File: src/rtl/mips_mem_arbiter_if.sv
// Bus bundle for mips_mem_arbiter: two requester ports (cpu, ext), one memory port and a state debug tap.
// Handshake: a requester holds req until it sees gnt (1-cycle pulse, combinational in the accept cycle);
// from gnt on, its signals are ignored until done pulses; reads deliver rdata while done=1.
interface mips_mem_arbiter_if #(
  parameter int DATA_W = 32,
  parameter int ADDR_W = 32
);
  logic              cpu_req;
  logic              cpu_we;
  logic [ADDR_W-1:0] cpu_addr;
  logic [DATA_W-1:0] cpu_wdata;
  logic              cpu_gnt;
  logic              cpu_done;
  logic [DATA_W-1:0] cpu_rdata;

  logic              ext_req;
  logic              ext_we;
  logic [ADDR_W-1:0] ext_addr;
  logic [DATA_W-1:0] ext_wdata;
  logic              ext_gnt;
  logic              ext_done;
  logic [DATA_W-1:0] ext_rdata;

  logic              mem_en;
  logic              mem_we;
  logic [ADDR_W-1:0] mem_addr;
  logic [DATA_W-1:0] mem_wdata;
  logic [DATA_W-1:0] mem_rdata;

  logic [1:0]        dbg_state;

  modport master (
    output cpu_req, cpu_we, cpu_addr, cpu_wdata,
    input  cpu_gnt, cpu_done, cpu_rdata,
    output ext_req, ext_we, ext_addr, ext_wdata,
    input  ext_gnt, ext_done, ext_rdata,
    input  mem_en, mem_we, mem_addr, mem_wdata,
    output mem_rdata,
    input  dbg_state
  );

  modport slave (
    input  cpu_req, cpu_we, cpu_addr, cpu_wdata,
    output cpu_gnt, cpu_done, cpu_rdata,
    input  ext_req, ext_we, ext_addr, ext_wdata,
    output ext_gnt, ext_done, ext_rdata,
    output mem_en, mem_we, mem_addr, mem_wdata,
    input  mem_rdata,
    output dbg_state
  );
endinterface

File: src/rtl/mips_mem_arbiter.sv
// Two-port (cpu/ext) single-outstanding memory arbiter with fixed read latency MEM_LAT.
// Define MIPS_ARB_CPU_PRIO_EN for fixed CPU priority on ties; otherwise ties alternate (round-robin).
module mips_mem_arbiter #(
  parameter int DATA_W  = 32,
  parameter int ADDR_W  = 32,
  parameter int MEM_LAT = 1
) (
  input logic              clk,
  input logic              rst,
  mips_mem_arbiter_if.slave bus
);

  typedef enum logic [1:0] {
    ARB_IDLE   = 2'd0,
    ARB_ACCESS = 2'd1,
    ARB_WAIT   = 2'd2,
    ARB_DONE   = 2'd3
  } arb_state_e;

  localparam logic       OWN_CPU  = 1'b0;
  localparam logic       OWN_EXT  = 1'b1;
  localparam logic [3:0] LAT_LAST = 4'(MEM_LAT - 1);

  arb_state_e        state_q, state_d;
  logic [3:0]        cnt_q, cnt_d;
  logic              owner_q, owner_d;
  logic              last_owner_q, last_owner_d;
  logic              we_q, we_d;
  logic [ADDR_W-1:0] addr_q, addr_d;
  logic [DATA_W-1:0] wdata_q, wdata_d;
  logic [DATA_W-1:0] cpu_rdata_q, cpu_rdata_d;
  logic [DATA_W-1:0] ext_rdata_q, ext_rdata_d;

  logic any_req;
  logic pick_ext;

  always_comb begin
    any_req = bus.cpu_req | bus.ext_req;
`ifdef MIPS_ARB_CPU_PRIO_EN
    pick_ext = bus.ext_req & ~bus.cpu_req;
`else
    // On a tie the port that did not win last time goes next.
    pick_ext = bus.ext_req & (~bus.cpu_req | (last_owner_q == OWN_CPU));
`endif
  end

  always_comb begin
    state_d      = state_q;
    cnt_d        = cnt_q;
    owner_d      = owner_q;
    last_owner_d = last_owner_q;
    we_d         = we_q;
    addr_d       = addr_q;
    wdata_d      = wdata_q;
    cpu_rdata_d  = cpu_rdata_q;
    ext_rdata_d  = ext_rdata_q;
    case (state_q)
      ARB_IDLE: begin
        if (any_req) begin
          owner_d      = pick_ext;
          last_owner_d = pick_ext;
          we_d         = pick_ext ? bus.ext_we    : bus.cpu_we;
          addr_d       = pick_ext ? bus.ext_addr  : bus.cpu_addr;
          wdata_d      = pick_ext ? bus.ext_wdata : bus.cpu_wdata;
          state_d      = ARB_ACCESS;
        end
      end
      ARB_ACCESS: begin
        cnt_d   = 4'd0;
        state_d = we_q ? ARB_DONE : ARB_WAIT;
      end
      ARB_WAIT: begin
        if (cnt_q == LAT_LAST) begin
          if (owner_q == OWN_EXT) ext_rdata_d = bus.mem_rdata;
          else                    cpu_rdata_d = bus.mem_rdata;
          state_d = ARB_DONE;
        end else begin
          cnt_d = cnt_q + 4'd1;
        end
      end
      ARB_DONE: state_d = ARB_IDLE;
      default:  state_d = ARB_IDLE;
    endcase
  end

  always_ff @(posedge clk or posedge rst) begin
    if (rst) begin
      state_q      <= ARB_IDLE;
      cnt_q        <= 4'd0;
      owner_q      <= OWN_CPU;
      last_owner_q <= OWN_EXT;
      we_q         <= 1'b0;
      addr_q       <= '0;
      wdata_q      <= '0;
      cpu_rdata_q  <= '0;
      ext_rdata_q  <= '0;
    end else begin
      state_q      <= state_d;
      cnt_q        <= cnt_d;
      owner_q      <= owner_d;
      last_owner_q <= last_owner_d;
      we_q         <= we_d;
      addr_q       <= addr_d;
      wdata_q      <= wdata_d;
      cpu_rdata_q  <= cpu_rdata_d;
      ext_rdata_q  <= ext_rdata_d;
    end
  end

  // Grants are combinational from the request, so they are gated by rst explicitly.
  assign bus.cpu_gnt   = ~rst & (state_q == ARB_IDLE) & bus.cpu_req & ~pick_ext;
  assign bus.ext_gnt   = ~rst & (state_q == ARB_IDLE) & pick_ext;
  assign bus.cpu_done  = (state_q == ARB_DONE) & (owner_q == OWN_CPU);
  assign bus.ext_done  = (state_q == ARB_DONE) & (owner_q == OWN_EXT);
  assign bus.cpu_rdata = cpu_rdata_q;
  assign bus.ext_rdata = ext_rdata_q;

  assign bus.mem_en    = (state_q == ARB_ACCESS);
  assign bus.mem_we    = (state_q == ARB_ACCESS) & we_q;
  assign bus.mem_addr  = addr_q;
  assign bus.mem_wdata = wdata_q;
  assign bus.dbg_state = state_q;

endmodule

File: src/flat_wrapper.sv
// flat-port wrapper written by rule: the top's interface ports become plain ports
module mips_mem_arbiter_flat 
#(
  parameter int DATA_W  = 32,
  parameter int ADDR_W  = 32,
  parameter int MEM_LAT = 1
)
  (clk, rst, bus_cpu_req, bus_cpu_we, bus_cpu_addr, bus_cpu_wdata, bus_cpu_gnt, bus_cpu_done, bus_cpu_rdata, bus_ext_req, bus_ext_we, bus_ext_addr, bus_ext_wdata, bus_ext_gnt, bus_ext_done, bus_ext_rdata, bus_mem_en, bus_mem_we, bus_mem_addr, bus_mem_wdata, bus_mem_rdata, bus_dbg_state);
  mips_mem_arbiter_if #(.DATA_W(DATA_W), .ADDR_W(ADDR_W)) bus_i ();
  input logic clk;
  input logic rst;
  input wire logic [$bits(bus_i.cpu_req)-1:0] bus_cpu_req;
  input wire logic [$bits(bus_i.cpu_we)-1:0] bus_cpu_we;
  input wire logic [$bits(bus_i.cpu_addr)-1:0] bus_cpu_addr;
  input wire logic [$bits(bus_i.cpu_wdata)-1:0] bus_cpu_wdata;
  output wire logic [$bits(bus_i.cpu_gnt)-1:0] bus_cpu_gnt;
  output wire logic [$bits(bus_i.cpu_done)-1:0] bus_cpu_done;
  output wire logic [$bits(bus_i.cpu_rdata)-1:0] bus_cpu_rdata;
  input wire logic [$bits(bus_i.ext_req)-1:0] bus_ext_req;
  input wire logic [$bits(bus_i.ext_we)-1:0] bus_ext_we;
  input wire logic [$bits(bus_i.ext_addr)-1:0] bus_ext_addr;
  input wire logic [$bits(bus_i.ext_wdata)-1:0] bus_ext_wdata;
  output wire logic [$bits(bus_i.ext_gnt)-1:0] bus_ext_gnt;
  output wire logic [$bits(bus_i.ext_done)-1:0] bus_ext_done;
  output wire logic [$bits(bus_i.ext_rdata)-1:0] bus_ext_rdata;
  output wire logic [$bits(bus_i.mem_en)-1:0] bus_mem_en;
  output wire logic [$bits(bus_i.mem_we)-1:0] bus_mem_we;
  output wire logic [$bits(bus_i.mem_addr)-1:0] bus_mem_addr;
  output wire logic [$bits(bus_i.mem_wdata)-1:0] bus_mem_wdata;
  input wire logic [$bits(bus_i.mem_rdata)-1:0] bus_mem_rdata;
  output wire logic [$bits(bus_i.dbg_state)-1:0] bus_dbg_state;
  assign bus_i.cpu_req = bus_cpu_req;
  assign bus_i.cpu_we = bus_cpu_we;
  assign bus_i.cpu_addr = bus_cpu_addr;
  assign bus_i.cpu_wdata = bus_cpu_wdata;
  assign bus_cpu_gnt = bus_i.cpu_gnt;
  assign bus_cpu_done = bus_i.cpu_done;
  assign bus_cpu_rdata = bus_i.cpu_rdata;
  assign bus_i.ext_req = bus_ext_req;
  assign bus_i.ext_we = bus_ext_we;
  assign bus_i.ext_addr = bus_ext_addr;
  assign bus_i.ext_wdata = bus_ext_wdata;
  assign bus_ext_gnt = bus_i.ext_gnt;
  assign bus_ext_done = bus_i.ext_done;
  assign bus_ext_rdata = bus_i.ext_rdata;
  assign bus_mem_en = bus_i.mem_en;
  assign bus_mem_we = bus_i.mem_we;
  assign bus_mem_addr = bus_i.mem_addr;
  assign bus_mem_wdata = bus_i.mem_wdata;
  assign bus_i.mem_rdata = bus_mem_rdata;
  assign bus_dbg_state = bus_i.dbg_state;
  mips_mem_arbiter #(.DATA_W(DATA_W), .ADDR_W(ADDR_W), .MEM_LAT(MEM_LAT)) u_core (.clk(clk), .rst(rst), .bus(bus_i));
endmodule
File: config.mk
export PLATFORM = sky130hd
export DESIGN_NAME = mips_mem_arbiter_flat
export DESIGN_NICKNAME = d
export VERILOG_FILES = /design/src/rtl/mips_mem_arbiter_if.sv /design/src/rtl/mips_mem_arbiter.sv /design/src/flat_wrapper.sv
export SDC_FILE = /design/constraint.sdc
export NUM_CORES = 1
export LEC_CHECK = 0
export CORE_ASPECT_RATIO = 2
export CORE_MARGIN = 2
export CORE_UTILIZATION = 45
export CTS_BUF_LIST = sky130_fd_sc_hd__clkbuf_4 sky130_fd_sc_hd__clkbuf_8
export DETAILED_ROUTE_END_ITERATION = 8
export HOLD_SLACK_MARGIN = 0.15
export PLACE_DENSITY = 0.86
export SETUP_SLACK_MARGIN = 0.02
export SLEW_MARGIN = 20
export SYNTH_ARGS = -nofsm -noshare
export SYNTH_HDL_FRONTEND = slang
export SYNTH_SLANG_ARGS = --single-unit
File: constraint.sdc
create_clock -name clk -period 12.6 [get_ports clk]
set_input_delay 3.15 -clock clk [delete_from_list [all_inputs] [get_ports clk]]
set_output_delay 3.15 -clock clk [all_outputs]
set_load 0.02 [all_outputs]
Word-level counts from Yosys, hierarchy flattened --
Cells that the tools add are included.
Operators by class: $add $sub $neg 1, equal/unequal tests 6, multiplexer cells 9, bitwise gates (word level) 15, reductions and logical operators 8
Operator list (count):
- 32-bit two-way mux | 2
- 1-bit AND | 8
- 2-bit one-hot mux with 4 select lines | 1
- 4-bit one-hot mux with 2 select lines | 1
- 2-bit AND reduction | 3
- 3-bit AND reduction | 2
- 1-bit NOT | 5
- 4-bit by 1-bit adder with 4-bit output, second input constant | 1
- 2-bit equality test, second input constant | 2
- 4-bit zero test | 1
- 2-bit two-way mux | 2
- 4-bit two-way mux | 1
- 2-bit by 1-bit != test with 1-bit output, second input constant | 2
- 2-bit by 1-bit equality test with 1-bit output, second input constant | 1
- 2-bit zero test | 1
- 1-bit two-way mux | 2
- 2-bit != test, second input constant | 1
- 1-bit bitwise OR | 2
- 2-bit nonzero test | 1
Word-level totals: register bits after elaboration 137, input bits 166, output and inout bits 136, word-level logic and storage cells 48

Depth between registers and ports, before layout --
word-level depth 5, depth in mapped cells 7

Worst setup path before layout --
OpenSTA, ideal clock, no wires.
path kind input-to-output, from input rst, to output bus_cpu_gnt, arrival 6.611 ns, slack 2.839 ns, stages 2, path buffers 0, cell sequence inv_1 -> and4b_1
On the way: cells in the longest elaborated chain, start to end 4
Ends and longest elaborated chain:
- from (decl) | line flat_wrapper.sv:11 | input logic rst;
- 1-bit NOT | line mips_mem_arbiter.sv:111 | assign bus.cpu_gnt = ~rst & (state_q == ARB_IDLE) & bus.cpu_req & ~pick_ext;
- 1-bit AND (3 in a row) | line mips_mem_arbiter.sv:111
- to (decl) | line flat_wrapper.sv:16 | output wire logic [$bits(bus_i.cpu_gnt)-1:0] bus_cpu_gnt;
Every way passes these cells.

Final worst setup path --
Ends and elaborated chain as after synthesis.

==> metrics <==
part of the power in combinational logic=53.2%; fraction of the cycle the final worst path needs=64.3%; sequential cell area fraction in the yosys report=56.4%; number of endpoints with negative hold slack in the final report=0; vias in the first global route=5209; Die Y-Extent=approximately 170 um; post-synthesis to final-layout area growth=56.6%; first-pass iteration count of the detailed router=4; Pins Over Slew Limit=0; # Post-CTS Setup Buffers=0; post-synth top area share=a little under three fifths; top cells by area, synth=sky130_fd_sc_hd__dfrtp_1 (56%), sky130_fd_sc_hd__mux2i_1 (11%), sky130_fd_sc_hd__mux2_4 (7.4%); hold buffer count at CTS=0; element type at the critical path end=output pin; Crit path arrival time=between 4 and 5 ns; maximum level of the CTS H-tree=4; number of buffers created by CTS=17; clock network power share=14.3%; family of cells with the greatest summed delay on the critical path=buffers and inverters; wire length of the first global-routing pass=27500 um; maximum vdd drop=0.155 mV; internal power=1.49 mW; area of all placed cells without fillers=0.00952 mm2; clock root buffer=sky130_fd_sc_hd__clkbuf_8; Synth async-reset ratio=100%; Synth Instances=477; minimum period implied by the final worst setup slack=8.10 ns; Max Clk Rate=123 MHz; number of instances in the placed design=between 900 and 1000; transition at the pin with the smallest max-transition slack=1.08 ns; Fin Clk Skew=0.0139 ns; sequence of cells on the critical path=clkdlybuf4s50_1 > inv_6 > and4b_1 > clkdlybuf4s50_1; Top Ports=302; Reg clk slew, reported paths=about 0.08 ns; total buffers and inverters traversed by the critical path=3; final RePlAce weighted congestion=approximately 0.83; worst-path cell with the longest stage delay=sky130_fd_sc_hd__clkdlybuf4s50_1; Power Dens Cells=256 mW/mm2; final core utilization=71.2%; startpoint type of the worst setup path=input pin; antenna violations before repair=0; Worst R2R Setup Slack=10.18 ns; crit path to=bus_cpu_gnt; Critical R2R Capture=u_core.bus.mem_addr[27]; path category of the worst min-delay check=flop to flop; combined global-route utilization of all metal layers=24.8%; Setup CP Type=input pin to output pin; number of synthesized register bits=about 140; number of standard cells in the final layout excluding fillers=939; count of endpoints failing setup in the final report=0; violation count after the first detailed-routing iteration=140; Slew headroom=between 20% and 30%; standard cell area after detailed placement=about 0.0091 mm2; Critical Path Stages=4; nets in the synthesized netlist=651; die area=0.0145 mm2; required time of the worst setup path=about 9.5 ns; Total Negative Setup Slacks=0 ns; clock latency at the later pin of the worst-skew pair=0.44 ns; unrepaired setup endpoints after global routing=false; number of antenna diodes=0; port bufs=301; net load switching power=between 0.9 and 1 mW; Clock Path Buffers=2; TritonCTS clock tree=done; Leakage=4.18 nW; average routed wire per standard cell=between 15 and 20 um; Post-Synthesis Mean Instance Area=12.7 um2; summed instance area of the synthesized netlist=roughly 0.0061 mm2; routed vias=4822; count of fill cells added during filler insertion=between 900 and 1000; outcome=finished, final reports clean; WL final=17700 um; top-count cell post-synth=sky130_fd_sc_hd__dfrtp_1; CTS sink cnt=137; count of synthesis-stage warnings from yosys=0; number of gates given a new drive strength after cts=0; initial cell density of the core=45.5%; worst-case reg-to-reg path depth=5; NumNets Final=946; antenna-violating nets left=0; Crit Reg-Reg Startpoint=u_core.bus.dbg_state[1]; DRC=0; pin count of the biggest net entering global routing=105; Critical Path Fanout Max=61; hold path startpoint=u_core.we_q; layout cell share with drive strength beyond 1=13.5%; die boundary width=around 86 um; top cells by instance count after synthesis=sky130_fd_sc_hd__dfrtp_1 (136), sky130_fd_sc_hd__nand2_1 (66), sky130_fd_sc_hd__mux2i_1 (65), sky130_fd_sc_hd__o21ai_0 (53), sky130_fd_sc_hd__mux2_2 (35); post-synthesis cell type with the largest combined area=sky130_fd_sc_hd__dfrtp_1; largest stage delay on the critical path=0.61 ns; Most common cell on crit path=sky130_fd_sc_hd__clkdlybuf4s50_1; number of vias per cell after detailed routing=5.14; std cell rows=60; number of enable flip-flop cells after synthesis=0; post-DP HPWL=13600 um; launch point of the critical path=rst; total grt overflow=0; count of max-cap constraint violations=0; register share of total power=around 33%; most used flip-flop cell after synthesis=sky130_fd_sc_hd__dfrtp_1; switching part of the total=38.7%; number of distinct library cells after synthesis=41; Placeable Area=between 0.01 and 0.015 mm2
[state kept, by name, indices dropped and copies added (netlist names)]
name,count
u_core.bus.cpu_rdata,32
u_core.last_owner_q,1
u_core.owner_q,1
u_core.bus.mem_wdata,32
u_core.bus.mem_addr,32
u_core.we_q,1
u_core.cnt_q,4
u_core.bus.ext_rdata,32
u_core.bus.dbg_state,2
[layout make-up]
| type | count | area [um2] | share of cell area, % |
|---|---|---|---|
| repair buffers | 304 | 3040 | 31.9 |
| clock inverters | 12 | 129 | 1.35 |
| well taps | 155 | 194 | 2.04 |
| flip-flops and latches | 137 | 3430 | 36.0 |
| clock buffers | 19 | 249 | 2.62 |
| multi-input cells | 306 | 2450 | 25.8 |
| inverters | 6 | 27.5 | 0.289 |
[worst reg2reg max path, delay by kind of cell (launching register included)]
| kind | cells | cell delay (ns) |
|---|---|---|
| AO/OA/AOI/OAI | 2 | 0.57 |
| adder cells (fa/ha/maj) | 1 | 0.31 |
| flip-flops | 1 | 0.47 |
| buffers and inverters | 2 | 0.91 |
[cell usage in the layout, fill, tap and decap left out, types with 3 or more instances in the layout]
cell type                         instances
sky130_fd_sc_hd__mux2_2                  35
sky130_fd_sc_hd__mux2i_1                 65
sky130_fd_sc_hd__clkdlybuf4s50_1        301
sky130_fd_sc_hd__inv_1                    5
sky130_fd_sc_hd__nand2_1                 66
sky130_fd_sc_hd__clkinvlp_4               3
sky130_fd_sc_hd__o21ai_1                 17
sky130_fd_sc_hd__mux2_4                  30
sky130_fd_sc_hd__clkinv_2                 4
sky130_fd_sc_hd__nand2b_1                 3
sky130_fd_sc_hd__clkbuf_8                17
sky130_fd_sc_hd__ha_1                     8
sky130_fd_sc_hd__o21ai_0                 52
sky130_fd_sc_hd__clkinv_4                 3
sky130_fd_sc_hd__dfrtp_1                136
[worst min-delay path by stage]
stage | end | slack, ns | cells past startpoint
final | u_core.we_q | 0.48 | 2
after global placement | u_core.we_q | 0.46 | 2
after detailed placement | u_core.we_q | 0.46 | 2
after floorplan | u_core.we_q | 0.44 | 2
after global routing | u_core.bus.mem_wdata[29] | 0.51 | 2
after CTS | u_core.we_q | 0.48 | 2
[logic make-up after synthesis]
kind of cell | synth area share [%]
fa+ha+maj | 1.65
simple gates | 6.61
mux | 24.6
compound gates | 7.04
buf+inv | 3.68
flops | 56.4
[per-layer routing]
| layer | wire [um] | up-vias | GRT usage, % |
|---|---|---|---|
| met5 | 0 | - | 0 |
| met4 | 522 | 0 | 10.3 |
| met3 | 1440 | 38 | 8.09 |
| met2 | 9450 | 234 | 43.8 |
| met1 | 6250 | 2307 | 26.8 |
| li1 | - | 2243 | - |
[power by group through the flow]
stage                     clock network [mW]  logic, mW  registers, mW
after global placement                     0       1.27          0.784
final                                  0.348       1.30          0.793
after floorplan                            0      0.453           1.04
after CTS                              0.357       1.31          0.794
after global routing                   0.378       1.38          0.820
after detailed placement                   0       1.30          0.799
[through the flow]
| step | hold WS, ns | setup slack [ns] | power [mW] |
|---|---|---|---|
| after CTS | 0.481 | 4.48 | 2.46 |
| after global placement | 0.456 | 4.51 | 2.05 |
| after global routing | 0.514 | 4.37 | 2.57 |
| after detailed placement | 0.462 | 4.50 | 2.10 |
| final | 0.477 | 4.50 | 2.44 |
| after floorplan | 0.442 | 2.84 | 1.49 |
Power figures use the tool's default switching activity.
